$ cat config.mk
export PLATFORM = sky130hd
export DESIGN_NAME = mem_stage_pip
export DESIGN_NICKNAME = d
export VERILOG_FILES = /design/src/rtl/mem_stage_pip.sv
export SDC_FILE = /design/constraint.sdc
export NUM_CORES = 1
export LEC_CHECK = 0
export CORE_AREA = 2 2 140 142
export DETAILED_ROUTE_END_ITERATION = 16
export DIE_AREA = 0 0 142 144
export MAX_ROUTING_LAYER = met4
export PLACE_DENSITY = 0.73
export SKIP_CTS_REPAIR_TIMING = 1
export SLEW_MARGIN = 20
export SYNTH_ARGS = -nofsm -noshare
export SYNTH_HDL_FRONTEND = slang
export SYNTH_SLANG_ARGS = --single-unit
$ cat constraint.sdc
create_clock -name clk -period 3.7 [get_ports clk]
set_input_delay 0.37 -clock clk [delete_from_list [all_inputs] [get_ports clk]]
set_output_delay 0.37 -clock clk [all_outputs]
set_load 0.005 [all_outputs]
$ cat src/rtl/mem_stage_pip.sv
// MEM pipeline stage: drives a request/grant/rvalid data bus for byte, half and
// word accesses, stalls upstream while an access is outstanding, registers MEM/WB.
module mem_stage_pip #(
    parameter int XLEN          = 32,
    parameter bit MISALIGN_TRAP = 1'b1
) (
    input  logic            clk,
    input  logic            rst,

    input  logic [XLEN-1:0] pc_in,
    input  logic [XLEN-1:0] alu_result_in,
    input  logic [XLEN-1:0] rs2_data_in,
    input  logic [2:0]      funct3_in,
    input  logic [4:0]      rd_in,
    input  logic [1:0]      wb_sel_in,
    input  logic            mem_read_in,
    input  logic            mem_write_in,
    input  logic            reg_write_in,
    input  logic            mem_to_reg_in,

    output logic            dmem_req,
    output logic            dmem_we,
    output logic [XLEN-1:0] dmem_addr,
    output logic [XLEN-1:0] dmem_wdata,
    output logic [3:0]      dmem_be,
    input  logic            dmem_gnt,
    input  logic            dmem_rvalid,
    input  logic [XLEN-1:0] dmem_rdata,

    output logic            stall_out,
    output logic [XLEN-1:0] forward_data_mem,

    output logic [XLEN-1:0] pc_out,
    output logic [XLEN-1:0] alu_result_out,
    output logic [XLEN-1:0] mem_data_out,
    output logic [4:0]      rd_out,
    output logic [1:0]      wb_sel_out,
    output logic            reg_write_out,
    output logic            mem_to_reg_out,
    output logic            misalign_out
);

    typedef enum logic {
        IDLE,
        WAIT_R
    } state_t;

    state_t state, state_nxt;

    logic            mem_op;
    logic            is_read;
    logic            is_write;
    logic            misaligned_raw;
    logic            misaligned;
    logic            load_done;
    logic            complete;
    logic [1:0]      lane;
    logic [7:0]      ld_byte;
    logic [15:0]     ld_half;
    logic [XLEN-1:0] load_ext;

    // A simultaneous read and write request is resolved as a read.
    assign mem_op   = mem_read_in | mem_write_in;
    assign is_read  = mem_read_in;
    assign is_write = mem_write_in & ~mem_read_in;

    assign misaligned_raw = ((funct3_in[1:0] == 2'b01) && alu_result_in[0]) ||
                            ((funct3_in[1:0] == 2'b10) && (alu_result_in[1:0] != 2'b00));
    assign misaligned     = MISALIGN_TRAP && mem_op && misaligned_raw;

    assign forward_data_mem = alu_result_in;
    assign dmem_addr        = {alu_result_in[XLEN-1:2], 2'b00};

    // Without trapping, the lane is snapped to the natural alignment of the access.
    // NOTE: every always_comb output gets a default first so no path infers a latch.
    always_comb begin
        lane = alu_result_in[1:0];
        if (!MISALIGN_TRAP) begin
            case (funct3_in[1:0])
                2'b01:   lane = {alu_result_in[1], 1'b0};
                2'b10:   lane = 2'b00;
                default: lane = alu_result_in[1:0];
            endcase
        end
    end

    always_comb begin
        dmem_req   = 1'b0;
        dmem_we    = 1'b0;
        dmem_be    = 4'b0000;
        case (funct3_in[1:0])
            2'b00:   dmem_wdata = {4{rs2_data_in[7:0]}};
            2'b01:   dmem_wdata = {2{rs2_data_in[15:0]}};
            default: dmem_wdata = rs2_data_in;
        endcase
        if (!rst && (state == IDLE) && mem_op && !misaligned) begin
            dmem_req = 1'b1;
            dmem_we  = is_write;
            if (is_write) begin
                case (funct3_in[1:0])
                    2'b00:   dmem_be = 4'b0001 << lane;
                    2'b01:   dmem_be = 4'b0011 << {lane[1], 1'b0};
                    default: dmem_be = 4'b1111;
                endcase
            end
        end
    end

    always_comb begin
        case (lane)
            2'd0:    ld_byte = dmem_rdata[7:0];
            2'd1:    ld_byte = dmem_rdata[15:8];
            2'd2:    ld_byte = dmem_rdata[23:16];
            default: ld_byte = dmem_rdata[31:24];
        endcase
        ld_half = lane[1] ? dmem_rdata[31:16] : dmem_rdata[15:0];
        case (funct3_in)
            3'b000:  load_ext = {{24{ld_byte[7]}}, ld_byte};
            3'b001:  load_ext = {{16{ld_half[15]}}, ld_half};
            3'b100:  load_ext = {24'b0, ld_byte};
            3'b101:  load_ext = {16'b0, ld_half};
            default: load_ext = dmem_rdata;
        endcase
    end

    // rvalid only counts in WAIT_R; a stray rvalid while idle is ignored.
    assign load_done = (state == WAIT_R) && dmem_rvalid;
    assign complete  = (dmem_req && dmem_gnt && is_write) || load_done;
    assign stall_out = !rst && mem_op && !misaligned && !complete;

    always_comb begin
        state_nxt = state;
        case (state)
            IDLE:   if (dmem_req && dmem_gnt && is_read) state_nxt = WAIT_R;
            WAIT_R: if (dmem_rvalid)                     state_nxt = IDLE;
        endcase
    end

    // NOTE: sequential state uses non-blocking assignments so every field samples pre-edge values.
    always_ff @(posedge clk) begin
        if (rst) begin
            state          <= IDLE;
            pc_out         <= '0;
            alu_result_out <= '0;
            mem_data_out   <= '0;
            rd_out         <= '0;
            wb_sel_out     <= '0;
            reg_write_out  <= 1'b0;
            mem_to_reg_out <= 1'b0;
            misalign_out   <= 1'b0;
        end else begin
            state <= state_nxt;
            if (!stall_out) begin
                pc_out         <= pc_in;
                alu_result_out <= alu_result_in;
                mem_data_out   <= load_done ? load_ext : '0;
                rd_out         <= rd_in;
                wb_sel_out     <= wb_sel_in;
                reg_write_out  <= reg_write_in & ~misaligned;
                mem_to_reg_out <= mem_to_reg_in;
                misalign_out   <= misaligned;
            end else begin
                // Bubble into WB: kill the write, hold everything else.
                reg_write_out  <= 1'b0;
                misalign_out   <= 1'b0;
            end
        end
    end

endmodule

==> impl_metrics.env, run 1 <==
export IMPL_outcome="complete, no violations"
export IMPL_ys_types=46
export IMPL_path_max_fanout=34
export IMPL_routed_top_layer="met4"
export IMPL_mostFrequentLayoutCells="clkdlybuf4s50_1 (351), dfxtp_1 (107), o21ai_0 (89), a21oi_1 (75), nand3_1 (73)"
export IMPL_synth_enable_flop_cells=0
export IMPL_holdCritStartpoint="rd_out[2]"
export IMPL_wl_per_cell_um=18.0
export IMPL_fin_cells=1121
export IMPL_wl_met3_um=1550
export IMPL_die_area_mm2=0.0204
export IMPL_clockRootBuffer="clkbuf_16"
export IMPL_synth_area_mm2=0.00539
export IMPL_fmax_mhz=315
export IMPL_drive_gt1_frac=0.0714
export IMPL_start_kind="input pin"
export IMPL_layout_commonest_cell="clkdlybuf4s50_1"
export IMPL_post_drt_via_cell_ratio=5.05
export IMPL_path_cells="clkdlybuf4s50_1 > and4bb_1 > a211o_2 > nor2_4 > clkdlybuf4s50_1"
export IMPL_r2r_cells=5
export IMPL_multi_input_area_mm2=0.00242
export IMPL_synth_avg_cell_area_um2=8.58
export IMPL_critical_path_buf_inv_count=2
export IMPL_yosysWarningCount=0
export IMPL_critPathMaxStageDelay_ps=640
export IMPL_finClkSkew_ps=6.97
export IMPL_crit_type="in -> out"
export IMPL_hp_class="reg -> reg"
export IMPL_core_area_mm2=0.0191
export IMPL_cts_buffer_depth=2
export IMPL_dieHeight_um=144
export IMPL_grt_setup_unrepaired="false"
export IMPL_synth_seq_cells=107
export IMPL_drv_slew=0
export IMPL_track_usage=0.191
export IMPL_reg2reg_from="state"
export IMPL_start_util=0.282
export IMPL_fin_util=0.462
export IMPL_drc=0
export IMPL_worstSkewPairLatency_ps=350
export IMPL_ys_flop_type="dfxtp_1"
export IMPL_drt_iter0_drc=227
export IMPL_clock_sinks=107
export IMPL_r2r_setup_slack_ps=1520
export IMPL_min_path_cells=2
export IMPL_timing_final_crit_share=0.858
export IMPL_leakagePower_nw=3.20
export IMPL_grt_pass1_vias=5370
export IMPL_firstDrtPassIters=4
export IMPL_synth_area_leaders="dfxtp_1 (40%), buf_4 (11%), o21ai_0 (8.3%), a21oi_1 (7.0%), nand3_1 (6.8%)"
export IMPL_postSynth_asyncResetShare=0
export IMPL_seqCellArea_mm2=0.00214
export IMPL_grt_pass1_wl_um=29300
export IMPL_setup_viol=0
export IMPL_slew_headroom=0.270
export IMPL_tightest_slew_ps=1090
export IMPL_grt_max_degree=76
export IMPL_crit_family="buffers and inverters"
export IMPL_vias=5661
export IMPL_hpwl_um=15000
export IMPL_post_place_cells=1104
export IMPL_io_buffer_count=352
export IMPL_gp_congestion=0.795
export IMPL_ios=355
export IMPL_cts_tree="built"
export IMPL_htree_levels=3
export IMPL_num_fill_cells=1899
export IMPL_ant_nets=0
export IMPL_m1WireLength_um=8240
export IMPL_yosys_area_top_type="dfxtp_1"
export IMPL_syn2layout_area_growth_pct=63.8
export IMPL_die_width_um=142
export IMPL_irDropWorstVdd_mv=0.183
export IMPL_antenna_found_initial=1
export IMPL_dp_slack_ps=505
export IMPL_min_period_ps=3170
export IMPL_cpMostUsedCell="clkdlybuf4s50_1"
export IMPL_yosysSeqAreaShare=0.398
export IMPL_worst_slack_ps=526
export IMPL_tns_ps=0
export IMPL_fin_nets=1023
export IMPL_reg2reg_to="alu_result_out[0]"
export IMPL_cts_made_buffers=9
export IMPL_wl_um=20200
export IMPL_cap_viol_max_count=0
export IMPL_crit_slowest_cell="clkdlybuf4s50_1"
export IMPL_path_clk_slew_ps=70
export IMPL_power_mw=2.92
export IMPL_cp_arrival_ps=2800
export IMPL_syn_inst=628
export IMPL_p_per_area_mw_per_mm2=331
export IMPL_final_hold_viol_count=0
export IMPL_grt_overflow_total=0
export IMPL_endpoint_kind="output port"
export IMPL_hold_path_end="rd_out[2]"
export IMPL_netlist_area_leader_share=0.398
export IMPL_crit_required_ps=3330
export IMPL_wl_met2_um=10100
export IMPL_num_rows=51
-- cells in the mapped netlist, drive strengths merged, types with 2 or more instances --
| cell | instances |
|---|---|
| a211oi | 3 |
| nand2b | 4 |
| a22o | 8 |
| mux2 | 18 |
| a221o | 22 |
| inv | 4 |
| mux2i | 16 |
| buf | 100 |
| nand2 | 15 |
| clkbuf | 33 |
| a21oi | 76 |
| o21ai | 90 |
| nor2b | 5 |
| nor3 | 3 |
| and3 | 8 |
| nor2 | 10 |
| and3b | 2 |
| a221oi | 7 |
| a32o | 2 |
| nand3 | 73 |
| dfxtp | 107 |
| o2bb2ai | 7 |
-- sequential cells by signal (all words and copies together) (netlist names) --
name            flops
misalign_out        1
rd_out              5
alu_result_out     32
wb_sel_out          2
mem_data_out       32
reg_write_out       1
mem_to_reg_out      1
state               1
pc_out             32
-- worst reg2reg max path, cell delays in order (launching register included) --
cell and delay [ps]:
dfxtp_1 560, and4bb_1 290, a211o_2 330, buf_4 330, o21ai_0 420, a21oi_1 110
-- layer usage --
| layer | track usage | vias to the layer above |
|---|---|---|
| met3 | 0.0513 | 11 |
| met1 | 0.217 | 2683 |
| li1 | - | 2700 |
| met5 | - | - |
| met2 | 0.334 | 267 |
| met4 | 0.0474 | 0 |
-- report_power, final --
group          internal (mW)  switching (mW)
registers               1.22          0.0324
clock network          0.460           0.437
logic                  0.450           0.328
total                   2.13           0.798
-- per-stage QoR --
step	hold WS [ps]	cell area, µm²
2_1_floorplan	456	5390
3_3_place_gp	449	8550
3_5_place_dp	446	8550
4_1_cts	448	8820
5_1_grt	483	8820
6_report	462	8820
-- final cells by class --
class                   instances  share of cell area
multi-input cells             384               0.275
clock buffers                  11              0.0264
diodes                          1            0.000284
well taps                     238              0.0338
flip-flops and latches        107               0.243
inverters                       5             0.00213
repair buffers                370               0.416
clock inverters                 5             0.00425
-- how the worst max path moves through the flow --
stage | start | slack (ps) | cells past startpoint | to
after global routing | state | 380 | 4 | stall_out
after CTS | state | 480 | 4 | stall_out
after floorplan | funct3_in[0] | 1670 | 6 | dmem_be[0]
after global placement | mem_read_in | 530 | 5 | stall_out
final | mem_read_in | 530 | 5 | stall_out
after detailed placement | mem_read_in | 500 | 5 | stall_out
-- cells by family (layout without fill, tap and decap cells) --
| logic type | count (synthesis) | in the layout | share of synthesized area |
|---|---|---|---|
| AND/OR/NAND/NOR | 125 | 125 | 0.124 |
| XOR/XNOR | 1 | 1 | 0.00163 |
| buffers and inverters | 138 | 391 | 0.155 |
| other | 1 | 3 | 0.000696 |
| flip-flops | 107 | 107 | 0.398 |
| AO/OA/AOI/OAI | 221 | 221 | 0.249 |
| multiplexers | 35 | 35 | 0.0716 |
Power figures use the tool's default switching activity.
==> run 2: changes to the inputs <==
- GPL_TIMING_DRIVEN: default -> 0
==> run 2 against run 1 <==
Compared with the run above:
- cell area grew 7.6%
- via count increased by 6.9%
- register-to-register slack improved by 60 ps
- clock-buffer cell count fell by 1
- cell count grew 9.9%
- non-clock buffer count is 112 higher
- largest cell class unchanged
==> impl_metrics.env, run 2 (synthesis results as in run 1) <==
export IMPL_outcome="complete, no violations"
export IMPL_vias=6051
export IMPL_crit_slowest_cell="clkdlybuf4s50_1"
export IMPL_io_buffer_count=349
export IMPL_die_area_mm2=0.0204
export IMPL_path_max_fanout=10
export IMPL_mostFrequentLayoutCells="clkdlybuf4s50_1 (349), dfxtp_1 (107), o21ai_0 (89), buf_4 (76), a21oi_1 (75)"
export IMPL_cap_viol_max_count=0
export IMPL_num_rows=51
export IMPL_start_kind="input pin"
export IMPL_cts_buffer_depth=2
export IMPL_crit_family="buffers and inverters"
export IMPL_holdCritStartpoint="alu_result_out[13]"
export IMPL_drive_gt1_frac=0.136
export IMPL_num_fill_cells=1848
export IMPL_clock_sinks=107
export IMPL_reg_largest_list="alu_result_out x32, mem_data_out x32, pc_out x32"
export IMPL_gp_congestion=0.866
export IMPL_crit_required_ps=3330
export IMPL_finClkSkew_ps=9.28
export IMPL_grt_pass1_vias=5975
export IMPL_switchingPower_uw=866
export IMPL_p_int_mw=2.26
export IMPL_p_sw_frac=0.277
export IMPL_placed_area_mm2=0.00918
export IMPL_drc=0
export IMPL_ant_nets=0
export IMPL_worstSkewPairLatency_ps=350
export IMPL_drt_iter0_drc=245
export IMPL_grt_pass1_wl_um=32800
export IMPL_setup_viol=0
export IMPL_layout_commonest_cell="clkdlybuf4s50_1"
export IMPL_crit_start="rst"
export IMPL_die_width_um=142
export IMPL_fin_nets=1135
export IMPL_min_path_cells=2
export IMPL_irDropWorstVdd_mv=0.182
export IMPL_cts_made_buffers=9
export IMPL_drv_slew=0
export IMPL_leakagePower_nw=3.61
export IMPL_reg2reg_from="state"
export IMPL_pwr_share_clk=0.328
export IMPL_seqCellArea_mm2=0.00214
export IMPL_hpwl_um=17400
export IMPL_n_antenna_cell=0
export IMPL_path_clk_slew_ps=70
export IMPL_htree_levels=3
export IMPL_critical_path_buf_inv_count=4
export IMPL_ios=355
export IMPL_min_period_ps=3020
export IMPL_wl_um=21900
export IMPL_multi_input_area_mm2=0.00241
export IMPL_firstDrtPassIters=4
export IMPL_fmax_mhz=331
export IMPL_critPathMaxStageDelay_ps=540
export IMPL_stdcell_area_mm2=0.00949
export IMPL_post_drt_via_cell_ratio=4.91
export IMPL_core_area_mm2=0.0191
export IMPL_timing_final_crit_share=0.816
export IMPL_final_hold_viol_count=0
export IMPL_cpMostUsedCell="clkdlybuf4s50_1"
export IMPL_grt_overflow_total=0
export IMPL_crit_cells=7
export IMPL_dieHeight_um=144
export IMPL_tightest_slew_ps=761
export IMPL_endpoint_kind="output port"
export IMPL_grt_max_degree=20
export IMPL_syn2layout_area_growth_pct=76.2
export IMPL_path_cells="clkdlybuf4s50_1 > o21bai_1 > a211o_1 > buf_4 > nor2_4 > buf_2 > clkdlybuf4s50_1"
export IMPL_antenna_found_initial=0
export IMPL_hp_class="reg -> reg"
export IMPL_cp_arrival_ps=2650
export IMPL_slew_headroom=0.492
export IMPL_start_util=0.282
export IMPL_wl_per_cell_um=17.8
export IMPL_tns_ps=0
export IMPL_crit_type="in -> out"
export IMPL_r2r_cells=6
export IMPL_seqPwrFrac=0.399
export IMPL_cts_tree="built"
export IMPL_clockRootBuffer="clkbuf_16"
export IMPL_track_usage=0.212
export IMPL_combPwrFrac=0.273
export IMPL_grt_setup_unrepaired="false"
export IMPL_p_per_area_mw_per_mm2=329
## run 2: worst paths after layout
| kind | endpoint | slack, ps |
|---|---|---|
| worst max-delay path | stall_out | 680 |
| worst min-delay path | alu_result_out[13] | 460 |
| worst max register to register | mem_data_out[22] | 1580 |
| worst min register to register | alu_result_out[13] | 460 |
## run 2: cell type report
type	count	share of cell area
clock inverter	6	0.00857
clock buffer	10	0.0241
sequential	107	0.226
buffer	133	0.0862
tap	238	0.0314
timing repair buffer	349	0.368
inverter	5	0.00198
multi-input combinational	384	0.254
## run 2: power groups by stage
stage               registers [mW]  clock network, mW  logic (mW)
floorplan                     1.28                  0       0.320
global placement              1.27                  0       0.847
detailed placement            1.27                  0       0.853
CTS                           1.25               1.06       0.858
global route                  1.25               1.11       0.918
finish                        1.25               1.02       0.851
## run 2: routing by layer
layer,global-route usage,part of all wire
met2,0.371,0.50
met3,0.0414,0.062
met1,0.248,0.42
met5,-,0
met4,0.0595,0.016
## run 2: metrics by stage
| stage | power (mW) | hold slack (ps) | util | setup WS, ps | instances |
|---|---|---|---|---|---|
| 6_report | 3.12 | 463 | 0.497 | 680 | 1232 |
| 3_3_place_gp | 2.12 | 446 | 0.481 | 684 | 1216 |
| 4_1_cts | 3.16 | 466 | 0.497 | 654 | 1232 |
| 5_1_grt | 3.28 | 482 | 0.497 | 578 | 1232 |
| 3_5_place_dp | 2.13 | 446 | 0.481 | 660 | 1216 |
| 2_1_floorplan | 1.60 | 456 | - | 1670 | 629 |
## run 2: tightest hold or removal path, stage by stage, from the launching register on
cell and delay, ps:
dfxtp_1 310, nand3_1 60, a21oi_1 50
==> run 3: changes to the inputs <==
- CORE_AREA: 2 2 140 142 -> 2 2 139 141
- DIE_AREA: 0 0 142 144 -> 0 0 141 143
- PLACE_DENSITY: 0.73 -> 0.76
- clock period: 3.7 -> 2.75 ns (I/O delays scaled with it)
==> run 3 against run 2 <==
Compared with the run above:
- utilization increased by 1.5 points
- clock skew increased by 7.2 ps
- non-clock buffer count up 2
- combinational power up 35%
- sequential share of layout area shrank 0.062 points
- sequential power increased by 34%
- first-iteration DRC count decreased by 4.5%
- largest cell class unchanged
- power is 33% higher
- critical endpoint unchanged
- register-to-register slack got worse by 920 ps
- wire length rose by 0.20%
- critical path type unchanged
==> impl_metrics.env, run 3 (synthesis results as in run 1) <==
export IMPL_reg2reg_to="mem_data_out[30]"
export IMPL_core_area_mm2=0.0186
export IMPL_power_mw=4.15
export IMPL_hp_class="in -> reg"
export IMPL_crit_type="in -> out"
export IMPL_pwr_share_clk=0.318
export IMPL_combPwrFrac=0.277
export IMPL_vias=6133
export IMPL_antenna_found_initial=2
export IMPL_p_per_area_mw_per_mm2=436
export IMPL_reg2reg_from="state"
export IMPL_r2r_cells=6
export IMPL_fin_nets=1137
export IMPL_drv_slew=0
export IMPL_leakagePower_nw=3.62
export IMPL_finClkSkew_ps=16.4
export IMPL_wl_um=21900
export IMPL_gp_congestion=0.864
export IMPL_ant_nets=0
export IMPL_grt_overflow_total=0
export IMPL_cts_made_buffers=9
export IMPL_clockRootBuffer="clkbuf_16"
export IMPL_fmax_mhz=375
export IMPL_endpoint_kind="output port"
export IMPL_clock_sinks=107
export IMPL_drc=0
export IMPL_firstDrtPassIters=5
export IMPL_syn2layout_area_growth_pct=76.7
export IMPL_grt_pass1_wl_um=32700
export IMPL_wl_met3_um=1450
export IMPL_ios=355
export IMPL_grt_max_degree=21
export IMPL_routed_top_layer="met4"
export IMPL_grt_setup_unrepaired="false"
export IMPL_tightest_slew_ps=747
export IMPL_grt_pass1_vias=6019
export IMPL_p_sw_frac=0.282
export IMPL_irDropWorstVdd_mv=0.290
export IMPL_cts_buffer_depth=2
export IMPL_r2r_setup_slack_ps=660
export IMPL_final_hold_viol_count=0
export IMPL_setup_viol=0
export IMPL_min_path_cells=3
export IMPL_cts_tree="built"
export IMPL_min_period_ps=2670
export IMPL_cp_arrival_ps=2390
export IMPL_drive_gt1_frac=0.141
export IMPL_io_buffer_count=349
export IMPL_reg_largest_list="alu_result_out x32, mem_data_out x32, pc_out x32"
export IMPL_tns_ps=0
export IMPL_hpwl_um=17300
export IMPL_num_fill_cells=1764
export IMPL_switchingPower_mw=1.17
export IMPL_slew_headroom=0.501
export IMPL_die_width_um=141
export IMPL_multi_input_area_mm2=0.00242
export IMPL_die_area_mm2=0.0202
export IMPL_worstSkewPairLatency_ps=360
export IMPL_path_clk_slew_ps=80
export IMPL_cap_viol_max_count=0
export IMPL_track_usage=0.213
export IMPL_m1WireLength_um=8950
export IMPL_post_drt_via_cell_ratio=4.98
export IMPL_holdCritStartpoint="funct3_in[1]"
export IMPL_layout_commonest_cell="clkdlybuf4s50_1"
export IMPL_start_util=0.290
export IMPL_htree_levels=3
export IMPL_hold_path_end="mem_data_out[31]"
export IMPL_path_max_fanout=10
export IMPL_mostFrequentLayoutCells="clkdlybuf4s50_1 (349), dfxtp_1 (107), o21ai_0 (89), buf_4 (78), a21oi_1 (75)"
export IMPL_start_kind="input pin"
export IMPL_wl_per_cell_um=17.8
export IMPL_seqPwrFrac=0.405
export IMPL_timing_final_crit_share=0.971
export IMPL_wl_met2_um=11100
export IMPL_drt_iter0_drc=234
export IMPL_num_rows=50
export IMPL_p_int_mw=2.98
export IMPL_crit_required_ps=2480
export IMPL_outcome="complete, no violations"
export IMPL_dieHeight_um=143
export IMPL_seqCellArea_mm2=0.00214
run 3: cell count changes in the layout (fill, tap and decap cells not counted), moves of 2 or more:
cell / previous run / this run
buf_2: 15 / 13
buf_4: 76 / 78
clkinv_4: 0 / 2
diode_2: 0 / 2
inv_6: 4 / 2
run 3: how the worst max path moves through the flow:
stage | startpoint | endpoint | slack [ps] | cells past startpoint
after floorplan | funct3_in[0] | dmem_be[0] | 910 | 6
final | mem_read_in | stall_out | 80 | 7
after global routing | alu_result_in[0] | dmem_be[1] | 6 | 6
after CTS | state | stall_out | -110 | 7
after global placement | alu_result_in[0] | dmem_be[1] | -80 | 6
after detailed placement | mem_read_in | stall_out | -80 | 7
run 3: stage by stage:
| stage | util | instances | setup WS [ps] | instance area [µm²] | hold slack (ps) |
|---|---|---|---|---|---|
| 3_3_place_gp | 0.494 | 1212 | -82.7 | 9180 | 447 |
| 5_1_grt | 0.512 | 1232 | 6.49 | 9520 | 453 |
| 4_1_cts | 0.510 | 1228 | -112 | 9480 | 418 |
| 6_report | 0.512 | 1232 | 80.8 | 9520 | 453 |
| 3_5_place_dp | 0.494 | 1212 | -82.3 | 9180 | 448 |
| 2_1_floorplan | - | 629 | 908 | 5390 | 413 |
run 3: power by group through the flow:
stage          Clock [mW]  Combinational [mW]  Sequential (mW)
6_report             1.32                1.15             1.68
5_1_grt              1.42                1.24             1.69
2_1_floorplan           0               0.431             1.72
4_1_cts              1.35                1.15             1.68
3_5_place_dp            0                1.14             1.71
3_3_place_gp            0                1.14             1.71
run 3: layer usage:
| layer | global-route usage | vias to the layer above |
|---|---|---|
| met4 | 0.0616 | 0 |
| met3 | 0.0459 | 24 |
| met1 | 0.248 | 2900 |
| met5 | - | - |
| met2 | 0.372 | 280 |
| li1 | - | 2929 |
run 3: final cells by class:
| cell class | instances | area share |
|---|---|---|
| Clock buffer | 10 | 0.0251 |
| Inverter | 5 | 0.00197 |
| Buffer | 133 | 0.0869 |
| Sequential cell | 107 | 0.225 |
| Multi-Input combinational cell | 384 | 0.254 |
| Clock inverter | 6 | 0.00710 |
| Antenna cell | 2 | 0.000526 |
| Tap cell | 234 | 0.0308 |
| Timing Repair Buffer | 351 | 0.369 |
run 3: worst max-delay path, stage by stage:
cell	delay, ps
clkdlybuf4s50_1	560
and4bb_1	280
a211o_1	230
buf_4	190
nor2_4	160
buf_6	170
clkdlybuf4s50_1	530
